**src/rtl/chain_ctrl_pkg.sv**
```systemverilog
// Shared definitions for the display counter-chain run/stop/step sequencer.
//   state_e : FSM state codes, also driven out on chain_ctrl.state
//   B_*     : bit index of each board button inside the 4-bit button bus
package chain_ctrl_pkg;

  typedef enum logic [2:0] {
    S_STOP  = 3'd0,
    S_RUN   = 3'd1,
    S_STEP  = 3'd2,
    S_LOAD  = 3'd3,
    S_CLEAR = 3'd4
  } state_e;

  localparam int unsigned NUM_BTN = 4;
  localparam int unsigned B_RUN   = 0;
  localparam int unsigned B_STEP  = 1;
  localparam int unsigned B_LOAD  = 2;
  localparam int unsigned B_CLR   = 3;

endpackage

```
**src/rtl/btn_debounce.sv**
```systemverilog
// Single-button conditioner: 2-FF synchroniser, ms-strobe debounce counter and
// rising-edge press pulse.
//   clk_i   : system clock
//   rst_i   : synchronous active-high reset
//   ce1ms_i : one-clk strobe every 1 ms
//   btn_i   : raw asynchronous button level
//   press_o : one-clk pulse when the debounced level rises
module btn_debounce #(
  parameter int unsigned DB_MS = 8,
  parameter int unsigned DB_W  = 4
) (
  input  logic clk_i,
  input  logic rst_i,
  input  logic ce1ms_i,
  input  logic btn_i,
  output logic press_o
);

  logic            sync1_q, sync2_q;
  logic            level_q, level_d;
  logic            press_q, press_d;
  logic [DB_W-1:0] cnt_q, cnt_d;

  // The counter only advances while the synced level disagrees with the
  // debounced level; any agreement in between restarts the count.
  always_comb begin
    level_d = level_q;
    cnt_d   = cnt_q;
    if (sync2_q == level_q) begin
      cnt_d = '0;
    end else if (ce1ms_i) begin
      if (cnt_q == DB_W'(DB_MS - 1)) begin
        level_d = sync2_q;
        cnt_d   = '0;
      end else begin
        cnt_d = cnt_q + 1'b1;
      end
    end
    press_d = level_d & ~level_q;
  end

  always_ff @(posedge clk_i) begin
    if (rst_i) begin
      sync1_q <= 1'b0;
      sync2_q <= 1'b0;
      level_q <= 1'b0;
      cnt_q   <= '0;
      press_q <= 1'b0;
    end else begin
      sync1_q <= btn_i;
      sync2_q <= sync1_q;
      level_q <= level_d;
      cnt_q   <= cnt_d;
      press_q <= press_d;
    end
  end

  assign press_o = press_q;

endmodule

```
**src/rtl/chain_ctrl.sv**
```systemverilog
// Run/stop/single-step sequencer for the 4-stage display counter chain.
// Debounces the four board buttons, gates the count-rate tick into the first
// stage's ce and issues one-clk load/clear commands.
//   clk        : system clock
//   R          : synchronous active-high reset
//   ce1ms      : 1 ms strobe for the debouncers
//   tick       : count-rate strobe
//   btn        : raw buttons [0] run/stop, [1] step, [2] load, [3] clear
//   stop_on_tc : auto-stop when the chain wraps
//   ceo_chain  : last-stage carry out (chain wrap)
//   ce_out     : ce to first chain stage (combinational tick gate)
//   load_out   : parallel-load command, one clk
//   clr_out    : clear command, one clk
//   running    : high while in RUN
//   state      : current state code
//   wrap_flag  : sticky chain-wrapped indicator, cleared by CLEAR
module chain_ctrl
  import chain_ctrl_pkg::*;
#(
  parameter int unsigned DB_MS = 8,
  parameter int unsigned DB_W  = 4
) (
  input  logic       clk,
  input  logic       R,
  input  logic       ce1ms,
  input  logic       tick,
  input  logic [3:0] btn,
  input  logic       stop_on_tc,
  input  logic       ceo_chain,
  output logic       ce_out,
  output logic       load_out,
  output logic       clr_out,
  output logic       running,
  output logic [2:0] state,
  output logic       wrap_flag
);

  logic [NUM_BTN-1:0] press;
  logic [NUM_BTN-1:0] win;
  state_e             state_q, state_d;
  logic               resume_q, resume_d;
  logic               wrap_q, wrap_d;

  for (genvar g = 0; g < NUM_BTN; g++) begin : g_db
    btn_debounce #(
      .DB_MS(DB_MS),
      .DB_W (DB_W)
    ) u_db (
      .clk_i  (clk),
      .rst_i  (R),
      .ce1ms_i(ce1ms),
      .btn_i  (btn[g]),
      .press_o(press[g])
    );
  end

  // Only the highest-priority press of a cycle survives; a surviving press
  // that the current state ignores does not let a lower one through.
  always_comb begin
    win = '0;
    if (press[B_CLR])       win[B_CLR]  = 1'b1;
    else if (press[B_LOAD]) win[B_LOAD] = 1'b1;
    else if (press[B_STEP]) win[B_STEP] = 1'b1;
    else if (press[B_RUN])  win[B_RUN]  = 1'b1;
  end

  always_comb begin
    state_d  = state_q;
    resume_d = resume_q;
    ce_out   = 1'b0;
    case (state_q)
      S_STOP: begin
        if (win[B_CLR]) begin
          state_d = S_CLEAR;
        end else if (win[B_LOAD]) begin
          state_d  = S_LOAD;
          resume_d = 1'b0;
        end else if (win[B_STEP]) begin
          state_d = S_STEP;
        end else if (win[B_RUN]) begin
          state_d = S_RUN;
        end
      end
      S_RUN: begin
        // Gate uses the current state, so a tick in the leaving clk still counts.
        ce_out = tick;
        if (win[B_CLR]) begin
          state_d = S_CLEAR;
        end else if (win[B_LOAD]) begin
          state_d  = S_LOAD;
          resume_d = 1'b1;
        end else if (win[B_RUN]) begin
          state_d = S_STOP;
        end else if (ceo_chain && stop_on_tc) begin
          state_d = S_STOP;
        end
      end
      S_STEP: begin
        if (win[B_CLR]) begin
          state_d = S_CLEAR;
        end else if (win[B_LOAD]) begin
          state_d  = S_LOAD;
          resume_d = 1'b0;
        end else if (tick) begin
          ce_out  = 1'b1;
          state_d = S_STOP;
        end
      end
      S_LOAD:  state_d = resume_q ? S_RUN : S_STOP;
      S_CLEAR: state_d = S_STOP;
      default: state_d = S_STOP;
    endcase
  end

  always_comb begin
    wrap_d = wrap_q;
    if (state_q == S_CLEAR) wrap_d = 1'b0;
    else if (ceo_chain)     wrap_d = 1'b1;
  end

  always_ff @(posedge clk) begin
    if (R) begin
      state_q  <= S_STOP;
      resume_q <= 1'b0;
      wrap_q   <= 1'b0;
    end else begin
      state_q  <= state_d;
      resume_q <= resume_d;
      wrap_q   <= wrap_d;
    end
  end

  assign load_out  = (state_q == S_LOAD);
  assign clr_out   = (state_q == S_CLEAR);
  assign running   = (state_q == S_RUN);
  assign state     = state_q;
  assign wrap_flag = wrap_q;

endmodule

```
**config.mk**
```make
export PLATFORM = sky130hd
export DESIGN_NAME = chain_ctrl
export DESIGN_NICKNAME = d
export VERILOG_FILES = /design/src/rtl/chain_ctrl_pkg.sv /design/src/rtl/btn_debounce.sv /design/src/rtl/chain_ctrl.sv
export SDC_FILE = /design/constraint.sdc
export NUM_CORES = 1
export LEC_CHECK = 0
export ABC_CLOCK_PERIOD_IN_PS = 1500
export BUFFER_PORTS_ARGS = -buffer_cell sky130_fd_sc_hd__buf_2
export CAP_MARGIN = 20
export CORE_MARGIN = 1
export CORE_UTILIZATION = 41
export CTS_CLUSTER_DIAMETER = 50
export DETAILED_ROUTE_END_ITERATION = 8
export GPL_TIMING_DRIVEN = 0
export PLACE_DENSITY = 0.57
export SETUP_SLACK_MARGIN = 0.1
export SLEW_MARGIN = 10
export SYNTH_ARGS = -nofsm -noshare
export SYNTH_HDL_FRONTEND = slang
export SYNTH_HIERARCHICAL = 1
export SYNTH_SLANG_ARGS = --single-unit
```
**constraint.sdc**
```tcl
create_clock -name clk -period 1.5 [get_ports clk]
set_clock_uncertainty 0.05 [all_clocks]
set_input_delay 0.225 -clock clk [delete_from_list [all_inputs] [get_ports clk]]
set_output_delay 0.225 -clock clk [all_outputs]
set_load 0.05 [all_outputs]
```
## Yosys cells after proc, flatten, opt, wreduce, memory -nomap -nowiden

Cells that the tools add are included.

| cells by class | value |
|---|---|
| add/sub/neg operators | 4 |
| eq/ne operators | 19 |
| mux-type cells | 45 |
| bitwise gates (word level) | 8 |
| reductions and logical operators | 11 |

Operators by type and width:

| cell | count |
|---|---|
| two-way mux 3 bit | 12 |
| two-way mux 1 bit | 25 |
| adder 4 x 1 -> 4 bit, second input constant | 4 |
| equality test 4 x 3 -> 1 bit, second input constant | 4 |
| two-way mux 4 bit | 4 |
| one-hot mux 3 bit (4 select lines) | 1 |
| OR reduction 2 bit | 6 |
| equality test 3 x 2 -> 1 bit, second input constant | 2 |
| != test 5 x 1 -> 1 bit, second input constant | 1 |
| != test 5 bit, second input constant | 1 |
| AND reduction 5 bit | 1 |
| AND 1 bit | 4 |
| equality test 1 bit | 4 |
| != test 2 x 1 -> 1 bit, second input constant | 2 |
| != test 2 bit, second input constant | 2 |
| != test 4 bit, second input constant | 1 |
| inverter 1 bit | 4 |
| one-hot mux 1 bit (2 select lines) | 2 |
| equality test 3 x 1 -> 1 bit, second input constant | 1 |
| equality test 3 bit, second input constant | 1 |
| zero test 3 bit | 1 |
| AND reduction 3 bit | 1 |
| two-way mux 2 bit | 1 |
| nonzero test 2 bit | 1 |
| logical AND 1 bit | 1 |

| word-level totals | value |
|---|---|
| register bits | 37 |
| input port bits | 10 |
| output and inout port bits | 8 |
| word-level logic and storage cells | 110 |

## Depth between registers and ports, before layout

Gate-level depths: netlist of run 1.

| logic depth | value |
|---|---|
| depth in word-level cells | 9 |
| depth in mapped cells | 5 |
| mapped depth without buffers | 4 |

## Cells and area by module

Netlist of run 1, hierarchy kept.

By module, submodules not included:

| module | times used | cells an instance | area each (um^2) | seq. area each (um^2) |
|---|---|---|---|---|
| btn_debounce | 4 | 30 | 312.8 | 160.2 |
| chain_ctrl | 1 | 41 | 311.5 | 100.1 |

## Least setup slack after synthesis of run 1

No wires, ideal clock.

| path | value |
|---|---|
| path kind | register to output |
| start | register state_q[1], in the netlist state[1] |
| end | output port ce_out |
| arrival time | 2.301 ns |
| data required time | 1.225 ns |
| slack | -1.076 ns |
| stages on the path, launching flop included | 5 |
| path buffers | 0 |
| cells stage by stage | dfxtp_1 -> inv_1 -> nor4_1 -> a21oi_1 -> nor3_1 |

| between the ends | value |
|---|---|
| longest elaborated chain between the ends | 2 |
| elaborated cells between the ends (all ways) | 3 |
| classes of those cells | eq/ne (2); mux (1) |

Ends and longest elaborated chain:

| what | RTL line | text |
|---|---|---|
| start, declared | chain_ctrl.sv:40 | `state_e state_q, state_d;` |
| start signal, assigned | chain_ctrl.sv:127 | `state_q <= state_d;` |
| equality test 3 x 2 -> 1 bit or equality test 3 x 1 -> 1 bit (tied branches) | chain_ctrl.sv:71 | `case (state_q)` |
| one-hot mux 1 bit (2 select lines) (*) | chain_ctrl.sv:71 |  |
| end, declared | chain_ctrl.sv:30 | `output logic ce_out,` |

Every way passes the cells marked *; elsewhere a longest branch is shown, timed or not.

## Worst setup path in the final report of run 1

| path | value |
|---|---|
| start | register state_q[0], in the netlist state[0] |
| end | output port ce_out |

Same word-level chain as after synthesis.

==> reports/qor.csv, run 1 <==
stage,metric,value,unit
run_status,status,"finished, violations left",
run_status,failing checks,negative setup slack,
detailed_routing,highest routed layer,met4,
setup_path,CP max FO,3,
detailed_routing,DR vias,1255,
timing,minimum clock period,1.65,ns
cts,H-tree Lvls,2,
min_path,worst min path class,in -> reg,
timing,final period utilization,1.10,
synthesis,complex-gate fraction of the synthesized area,0.0793,
power,maximum VDD drop,0.000691,V
synthesis,Adder-Cell Fraction of Synth Area,0.0320,
setup_path,Critical Path End Type,output port,
synthesis,Cells after Synth,161,
cells_and_area,Sequential cell area,749,sq um
cts,clock sinks,37,
place,DP Worst Slack,-0.0137,ns
synthesis,YS warnings,6,
place,RD Place Congestion,0.816,
power,P_leak,0.814,nW
cts,Worst-path clk slew,0.07,ns
grt,initial antenna violation count,0,
cts,root buf cell,clkbuf_8,
synthesis,share of synthesized area spent on multiplexers,0.0576,
timing,Min Hold Slack,0.104,ns
synthesis,simple-gate area share of the yosys netlist,0.295,
detailed_routing,DR WL/cell,11.7,um
cts,clk_lat worst skew,0.28,ns
cts,hold-fix buffers at CTS,0,
setup_path,WP data required,1.22,ns
timing,Final Hold Viols,0,
cells_and_area,multi-input logic area,853,sq um
detailed_routing,Met1 Routed Length,1410,um
cells_and_area,n_diodes,0,
detailed_routing,drt initial violations,59,
grt,GR Util All Layers,0.165,
cells_and_area,nets,211,
synthesis,Synth Area in XOR/XNOR,0.0448,
floorplanning,core footprint,3660,sq um
setup_path,CP most frequent cell,buf_6,
place,I/O Buffers,17,
cells_and_area,share of cells above drive strength 1,0.284,
setup_path,Worst Path Buf+Inv,2,
synthesis,Synth Net Count,175,
floorplanning,Rows,22,
setup_path,critical path arrival,1.37,ns
setup_path,critical path's slowest cell,dfxtp_4,
grt,largest net degree at the start of global routing,26,
floorplanning,DIE AREA,4060,sq um
synthesis,Post-Synthesis Cell Area,1560,sq um
cells_and_area,Layout fillers,337,
setup_path,Setup CP Type,reg -> out,
timing,setup ws final,-0.150,ns
timing,RSZ-0062 raised after global routing,yes,
timing,Total Neg Setup Slack,-0.416,ns
floorplanning,Die X,63.7,um
grt,vias in the first global route,1211,
detailed_routing,wire length on met2,1310,um
timing,Final Setup Violations,4,
cts,TritonCTS clock tree,built,
synthesis,number of synthesized register bits,37,
setup_path,type of origin of the critical path,flop,
synthesis,post-synth cell types,29,
detailed_routing,Pre-antenna DRT Iters,4,
setup_path,"Cell Chain, Critical Path",buf_6 > nor4_4 > a21oi_2 > nor3_4 > buf_6,
power,PwrDens,876,nW/um^2
setup_path,"Largest delay share family, worst path",simple AND/OR/NAND/NOR gates,
floorplanning,Ports,18,
setup_path,CP peak stage delay,0.34,ns
synthesis,post-synthesis area per instance,9.71,sq um
timing,f_max,0.606,GHz
timing,Worst Tran Pin Value,0.464,ns
detailed_routing,WL final,2870,um
grt,wire length of the first global-routing pass,5130,um
detailed_routing,Met3 Routed Length,126,um
cells_and_area,Non-Filler Instances,245,
timing,Relative slew margins,0.691,
place,post-placement cell count,226,
cells_and_area,post-route cell area,1990,sq um
cts,CTS buffer count,5,
floorplanning,Starting Density,0.427,
timing,"Slew Viols, Final",0,
cts,Max Root-Sink Buffers,2,
run,Max Cap Viol,0,
synthesis,post-synthesis sequential area ratio,0.474,
detailed_routing,drt via density,5.12,
place,Detailed Place HPWL,1890,um
floorplanning,Die Y,63.7,um
cells_and_area,synth-to-layout area growth,27.6,%
detailed_routing,Routed Antenna Nets,0,
synthesis,largest family of logic cells by synthesized area,simple AND/OR/NAND/NOR gates,
detailed_routing,# DRC,0,
place,post-placement cell area,1760,sq um
grt,total congestion overflow,0,
-- cell type report --
cell class                 count  share of cell area
sequential                    37               0.376
buffer                         1             0.00565
multi-input combinational    119               0.428
inverter                       4              0.0113
clock buffer                   7              0.0433
timing repair buffer          29               0.106
tap                           48              0.0301
-- registers in the layout, summed over array words and instances, names as in the netlist --
| register | cells |
|---|---|
| g_db.u_db/cnt_q | 16 |
| g_db.u_db/level_q | 4 |
| g_db.u_db/press_o | 4 |
| g_db.u_db/sync1_q | 4 |
| g_db.u_db/sync2_q | 4 |
| state | 3 |
| resume_q | 1 |
| wrap_flag | 1 |
-- stage by stage --
stage / power, mW / util
after floorplan: 1.06 / -
after global placement: 1.09 / 0.482
after detailed placement: 1.09 / 0.482
after CTS: 1.78 / 0.530
after global routing: 1.84 / 0.545
final: 1.75 / 0.545
-- layout by cell type, fill, tap and decap left out, types with 2 or more instances in the layout --
| cell type | n |
|---|---|
| inv_1 | 2 |
| clkbuf_8 | 6 |
| nand4_1 | 4 |
| o21ai_1 | 3 |
| or3_1 | 5 |
| nor2_1 | 15 |
| a21oi_2 | 5 |
| nor2b_1 | 9 |
| buf_6 | 6 |
| nand3b_1 | 8 |
| mux2i_1 | 9 |
| nand2b_1 | 8 |
| and3_1 | 2 |
| nor3_4 | 2 |
| nand4b_1 | 4 |
| nor3_1 | 3 |
| buf_4 | 10 |
| nor4b_1 | 3 |
| nand2_1 | 8 |
| a21oi_1 | 6 |
| xor2_1 | 8 |
| dfxtp_1 | 34 |
| ha_1 | 4 |
| dfxtp_4 | 2 |
| buf_2 | 13 |
-- cell families (layout without fill, tap and decap cells) --
family / Yosys count / after routing
flops: 37 / 37
mux: 9 / 9
fa+ha+maj: 4 / 4
buf+inv: 5 / 41
compound gates: 19 / 19
xor+xnor: 8 / 8
simple gates: 79 / 79
-- power breakdown --
part           switching [mW]  internal, mW  leakage, nW  total (mW)
clock                   0.311         0.364       0.0443       0.676
sequential            0.00692         0.993        0.302       0.999
combinational          0.0431        0.0298        0.467      0.0728
-- final timing paths --
check / from / to / slack, ns / cells after the start
worst max-delay path: state[0] / ce_out / -0.15 / 5
worst min-delay path: btn[1] / g_db[1].u_db/sync1_q / 0.10 / 2
worst max register to register: state[0] / state[0] / -0.11 / 8
worst min register to register: g_db[2].u_db/sync1_q / g_db[2].u_db/sync2_q / 0.39 / 1
-- synth_stat cells --
library cell,number,area [sq um]
a311oi_1,1,8.76
nand4b_1,4,35.0
inv_1,4,15.0
nor3_1,5,25.0
o21ai_1,2,10.0
buf_6,1,11.3
a21oi_2,4,35.0
nand4_1,4,25.0
nand2b_1,8,50.1
nor4b_1,4,35.0
and3_1,3,18.8
xor2_1,8,70.1
nor4_1,1,6.26
and3_2,1,7.51
nor2_1,16,60.1
mux2i_1,9,90.1
a2111oi_0,1,8.76
dfxtp_1,37,741
or3_1,5,31.3
a31oi_1,1,6.26
a21bo_2,1,10.0
nand3b_1,8,60.1
o21ai_0,2,10.0
nand2_1,9,33.8
ha_1,4,50.1
and3b_1,1,8.76
nor2b_1,9,56.3
or2b_2,1,8.76
a21oi_1,7,35.0
-- layer usage --
layer  up-vias  global-route usage
li1        639                   -
met1       581               0.197
met2        31               0.266
met3         4              0.0589
met4         0              0.0682
met5         -                   0
-- repair_timing --
item,in CTS,in global routing
endpoints found under the setup margin,4,6
buffers inserted,7,5
resized for setup,13,5
pin swaps,4,3
(Power assumes the default switching activity.)
==> run 2, diff against run 1 <==
--- a/config.mk
+++ b/config.mk
@@ -5,7 +5,8 @@
 export SDC_FILE = /design/constraint.sdc
 export NUM_CORES = 1
 export LEC_CHECK = 0
-export ABC_CLOCK_PERIOD_IN_PS = 1500
+export ABC_AREA = 1
+export ABC_CLOCK_PERIOD_IN_PS = 1800
 export BUFFER_PORTS_ARGS = -buffer_cell sky130_fd_sc_hd__buf_2
 export CAP_MARGIN = 20
 export CORE_MARGIN = 1
==> constraint.sdc (replaced) <==
create_clock -name clk -period 1.8 [get_ports clk]
set_clock_uncertainty 0.05 [all_clocks]
set_input_delay 0.27 -clock clk [delete_from_list [all_inputs] [get_ports clk]]
set_output_delay 0.27 -clock clk [all_outputs]
set_load 0.05 [all_outputs]
==> run 2 against run 1 <==
- the flow now finishes without violations
- sequential share of layout area down 2.5 points
- setup slack better by 0.34 ns
- sequential power down 17%
- largest cell class unchanged
- highest routed layer unchanged
==> reports/qor.csv, run 2 <==
stage,metric,value,unit
run_status,status,"complete, no violations",
grt,GR Util All Layers,0.149,
cells_and_area,Sequential cell area,749,sq um
cells_and_area,multi-input logic area,916,sq um
timing,minimum clock period,1.61,ns
cts,H-tree Lvls,2,
setup_path,Setup CP Type,reg -> out,
floorplanning,Ports,18,
cts,CTS buffer count,5,
power,P_leak,0.915,nW
cells_and_area,n_diodes,0,
synthesis,post-synth cell types,21,
floorplanning,Die X,68.6,um
timing,final period utilization,0.892,
floorplanning,Die Y,68.6,um
synthesis,Cells after Synth,274,
place,RD Place Congestion,0.777,
synthesis,Yosys top cell by area,dfxtp_1,
cts,clk_lat worst skew,0.29,ns
power,Gate power share,0.038,
setup_path,WP data required,1.48,ns
setup_path,type of origin of the critical path,flop,
cells_and_area,"commonest non-fill, non-tap cell in the layout",nand2_1,
grt,vias in the first global route,1375,
detailed_routing,drt via density,4.74,
detailed_routing,drt initial violations,43,
synthesis,post-synthesis sequential area ratio,0.407,
setup_path,critical path arrival,1.29,ns
floorplanning,core footprint,4120,sq um
detailed_routing,WL final,3190,um
cts,TritonCTS clock tree,built,
synthesis,ys async rst share,0,
timing,Final Hold Viols,0,
place,I/O Buffers,17,
power,cell-internal power,1.40,mW
synthesis,ranking of synthesized cells by area,"dfxtp_1, nand2_1, nor2_1",
floorplanning,Rows,23,
detailed_routing,DR vias,1653,
synthesis,number of flops mapped to enable cells by yosys,0,
cells_and_area,synth-to-layout area growth,17.5,%
timing,Relative slew margins,0.744,
cells_and_area,nets,312,
cells_and_area,largest register by flop count,g_db.u_db/cnt_q,
power,PwrDens,820,nW/um^2
timing,setup ws final,0.195,ns
cells_and_area,final core utilization,0.519,
timing,f_max,0.623,GHz
power,Sw Ratio,0.202,
cells_and_area,most frequent cells in the layout,"nand2_1, nor2_1, inv_1",
synthesis,most frequent cell after synthesis,nand2_1,
grt,initial antenna violation count,0,
synthesis,YS warnings,6,
cts,hold-fix buffers at CTS,0,
synthesis,"top cells by count, synth","nand2_1, nor2_1, inv_1",
detailed_routing,Routed Antenna Nets,0,
cts,Post-CTS Setup Bufs,0,
timing,Worst Tran Pin Value,0.384,ns
timing,RSZ-0062 raised after global routing,no,
place,DP Worst Slack,0.279,ns
grt,wire length of the first global-routing pass,5230,um
cts,clock sinks,37,
power,Psw,354,uW
cells_and_area,max FFs per register,16,
cells_and_area,Layout fillers,411,
detailed_routing,# DRC,0,
cts,root buf cell,clkbuf_8,
setup_path,Critical Path End Type,output port,
cts,Max Root-Sink Buffers,2,
power,Clock power frac,0.486,
synthesis,share of the synthesized area in the top cell type,0.407,
synthesis,post-synthesis area per instance,6.64,sq um
cts,Worst-path clk slew,0.08,ns
power,maximum VDD drop,0.000443,V
grt,total congestion overflow,0,
cells_and_area,share of cells above drive strength 1,0.197,
place,Detailed Place HPWL,2320,um
floorplanning,Starting Density,0.442,
synthesis,top_reg_cell synth,dfxtp_1,
synthesis,Post-Synthesis Cell Area,1820,sq um
power,part of the power in registers,0.475,
detailed_routing,Pre-antenna DRT Iters,4,
run,Max Cap Viol,0,
synthesis,number of synthesized register bits,37,
min_path,worst min path class,in -> reg,
setup_path,flop2flop setup slack,0.61,ns
setup_path,CP max FO,8,
floorplanning,DIE AREA,4710,sq um
synthesis,Synth Net Count,288,
grt,largest net degree at the start of global routing,21,
detailed_routing,DR WL/cell,9.15,um
timing,Final Setup Violations,0,
timing,"Slew Viols, Final",0,
==> run 2: changes by cell type after synthesis, moves of 9 or more <==
cell	delta
nand3_1	+16
nand2_1	+52
nor2_1	+44
nor2b_1	-9
inv_1	+37
mux2i_1	-9
==> run 2: final cells by class <==
type,count,area share
sequential,37,0.351
clock inverter,3,0.0304
tap,50,0.0293
multi-input combinational,188,0.429
clock buffer,5,0.0322
inverter,49,0.0861
timing repair buffer,17,0.0427
==> run 2: critical path, cell delays in order, from the launching register on <==
cell	delay [ns]
dfxtp_2	0.40
nor3_2	0.23
a21oi_1	0.12
nor2_4	0.09
buf_6	0.16
==> run 2: metrics by stage <==
step | setup TNS (ns) | power [mW] | instances | hold WS [ns] | cell area, sq um
floorplan | -0.0813 | 0.893 | 274 | 0.275 | 1840
global placement | 0 | 0.922 | 341 | 0.341 | 1990
detailed placement | 0 | 0.923 | 341 | 0.347 | 1990
CTS | 0 | 1.78 | 349 | 0.120 | 2130
global route | 0 | 1.82 | 349 | 0.130 | 2140
finish | 0 | 1.75 | 349 | 0.127 | 2140
==> run 2: path summary, 6_finish.rpt <==
path,from,endpoint,depth (start not counted)
worst max-delay path,state[2],ce_out,4
worst min-delay path,btn[2],g_db[2].u_db/sync1_q,3
worst max register to register,g_db[3].u_db/press_o,state[0],7
worst min register to register,g_db[2].u_db/sync1_q,g_db[2].u_db/sync2_q,2
==> run 2: power groups by stage <==
stage	logic, mW	clock network (mW)	registers, mW
after floorplan	0.0337	0	0.859
after global placement	0.0670	0	0.855
after detailed placement	0.0675	0	0.855
after CTS	0.0678	0.876	0.836
after global routing	0.0773	0.905	0.834
final	0.0673	0.853	0.833
==> run 2: cells by family after synthesis <==
| kind of cell | share of synthesized area |
|---|---|
| compound gates | 0.0578 |
| fa+ha+maj | 0.0275 |
| buf+inv | 0.101 |
| flops | 0.407 |
| simple gates | 0.406 |
==> run 2: metal layers <==
metal,part of all wire,GRT usage
met3,0.037,0.0477
met2,0.43,0.245
met4,0.020,0.0781
met5,0,0
met1,0.51,0.172
==> run 2: timing repair <==
| action | CTS | global route |
|---|---|---|
| cloned | 0 | 0 |
| endpoints found under the setup margin | 1 | 1 |
| gates resized for setup | 3 | 3 |
| endpoints found under the hold margin | 0 | 0 |
==> run 3, diff against run 2 <==
--- a/config.mk
+++ b/config.mk
@@ -14,7 +14,7 @@
 export CTS_CLUSTER_DIAMETER = 50
 export DETAILED_ROUTE_END_ITERATION = 8
 export GPL_TIMING_DRIVEN = 0
-export PLACE_DENSITY = 0.57
+export PLACE_DENSITY_LB_ADDON = 0.25
 export SETUP_SLACK_MARGIN = 0.1
 export SLEW_MARGIN = 10
 export SYNTH_ARGS = -nofsm -noshare
==> run 3 against run 2 <==
- clock power is 2% lower
- flip-flop and latch count stayed put
- non-clock buffer count stayed put
- via count down 2.6%
- die area stayed put
- routed wire length down 2.2%
- register-to-register slack gained 0.05 ns
- hold slack better by 0.0044 ns
- critical path depth grew 1
==> reports/qor.csv, run 3 (synthesized netlist as in run 2, its figures left out) <==
stage,metric,value,unit
cells_and_area,Layout fillers,430,
run,Max Cap Viol,0,
setup_path,Setup CP Type,reg -> out,
setup_path,critical path arrival,1.27,ns
detailed_routing,# DRC,0,
cells_and_area,most frequent cells in the layout,"nand2_1, nor2_1, inv_1",
grt,wire length of the first global-routing pass,5290,um
floorplanning,core footprint,4120,sq um
detailed_routing,Met3 Routed Length,141,um
power,maximum VDD drop,0.000499,V
floorplanning,Starting Density,0.442,
detailed_routing,WL final,3130,um
detailed_routing,drt via density,4.61,
grt,GR Util All Layers,0.156,
cts,TritonCTS clock tree,built,
setup_path,Reg2Reg Depth,7,
timing,Final Hold Viols,0,
detailed_routing,Met1 Routed Length,1540,um
cells_and_area,n_diodes,0,
place,I/O Buffers,17,
timing,minimum clock period,1.59,ns
detailed_routing,drt initial violations,45,
detailed_routing,wire length on met2,1380,um
setup_path,CP max FO,5,
place,post-placement cell area,1990,sq um
cells_and_area,max FFs per register,16,
place,Detailed Place HPWL,2290,um
timing,Worst Tran Pin Value,0.373,ns
timing,Relative slew margins,0.751,
cts,H-tree Lvls,2,
cts,root buf cell,clkbuf_8,
setup_path,RR Startpoint,g_db[3].u_db/press_o,
cells_and_area,nets,312,
setup_path,Critical Path End Type,output port,
floorplanning,DIE AREA,4710,sq um
cts,clk_lat worst skew,0.29,ns
power,P_leak,0.915,nW
place,RD Place Congestion,0.781,
detailed_routing,highest routed layer,met4,
cells_and_area,"commonest non-fill, non-tap cell in the layout",nand2_1,
detailed_routing,Pre-antenna DRT Iters,4,
run_status,status,"complete, no violations",
floorplanning,Ports,18,
floorplanning,Rows,23,
power,PwrDens,816,nW/um^2
cts,hold-fix buffers at CTS,0,
cts,Worst-path clk slew,0.07,ns
timing,"Slew Viols, Final",0,
grt,largest net degree at the start of global routing,21,
floorplanning,Die Y,68.6,um
timing,RSZ-0062 raised after global routing,no,
timing,Final Setup Violations,0,
min_path,hold depth,3,
grt,vias in the first global route,1352,
min_path,worst min path class,in -> reg,
grt,total congestion overflow,0,
timing,final period utilization,0.883,
cells_and_area,post-route cell area,2130,sq um
cells_and_area,share of cells above drive strength 1,0.197,
setup_path,type of origin of the critical path,flop,
cts,clock sinks,37,
grt,initial antenna violation count,0,
min_path,worst hold start,btn[1],
detailed_routing,Routed Antenna Nets,0,
cells_and_area,synth-to-layout area growth,17.3,%
timing,setup ws final,0.210,ns
detailed_routing,DR WL/cell,8.95,um
detailed_routing,DR vias,1610,
floorplanning,Die X,68.6,um
setup_path,WP data required,1.48,ns
cts,CTS buffer count,5,
setup_path,origin of the worst setup path,state[1],
timing,f_max,0.629,GHz
cells_and_area,largest register by flop count,g_db.u_db/cnt_q,
cts,Max Root-Sink Buffers,2,
place,DP Worst Slack,0.317,ns
## run 3: cell counts in the layout (fill, tap and decap cells not counted)
No cell type changed its count.
## run 3: path summary, 6_finish.rpt
kind / to / slack (ns)
worst max-delay path: ce_out / 0.21
worst min-delay path: g_db[1].u_db/sync1_q / 0.13
worst max register to register: state[0] / 0.66
worst min register to register: g_db[0].u_db/sync2_q / 0.35
## run 3: through the flow
step	TNS (ns)	hold WS [ns]	total power, mW	cells	utilization
finish	0	0.131	1.74	349	0.519
global route	0	0.125	1.82	349	0.519
CTS	0	0.121	1.77	349	0.516
detailed placement	0	0.345	0.923	341	0.483
global placement	0	0.340	0.922	341	0.483
floorplan	-0.0813	0.275	0.893	274	-
## run 3: layer usage
layer / vias up / global-route usage
li1: 890 / -
met1: 690 / 0.177
met2: 24 / 0.256
met3: 6 / 0.0543
met4: 0 / 0.0781
met5: - / 0
## run 3: power breakdown
group          total [mW]  switching, mW  leakage (nW)  internal (mW)
logic              0.0671         0.0448         0.545         0.0223
clock network       0.839          0.289        0.0681          0.550
registers           0.835        0.00664         0.302          0.828
total                1.74          0.340         0.915           1.40
## run 3: final cells by class
type | instances | area, sq um | area share
sequential | 37 | 747 | 0.350
tap | 50 | 62.6 | 0.0293
inverter | 49 | 184 | 0.0862
clock inverter | 3 | 65.1 | 0.0305
clock buffer | 5 | 68.8 | 0.0322
multi-input combinational | 188 | 916 | 0.429
timing repair buffer | 17 | 91.3 | 0.0428
## run 3: what timing repair did
item,in CTS,in global routing
pin swaps,0,0
setup endpoints to repair,1,1
buffers inserted,0,0
gates resized for setup,2,3
cloned,0,0
## run 3: worst max-delay path: stages, from the launching register on
cell,delay (ns)
dfxtp_2,0.40
inv_2,0.08
nor3_2,0.13
a21oi_1,0.12
nor2_4,0.09
buf_6,0.16
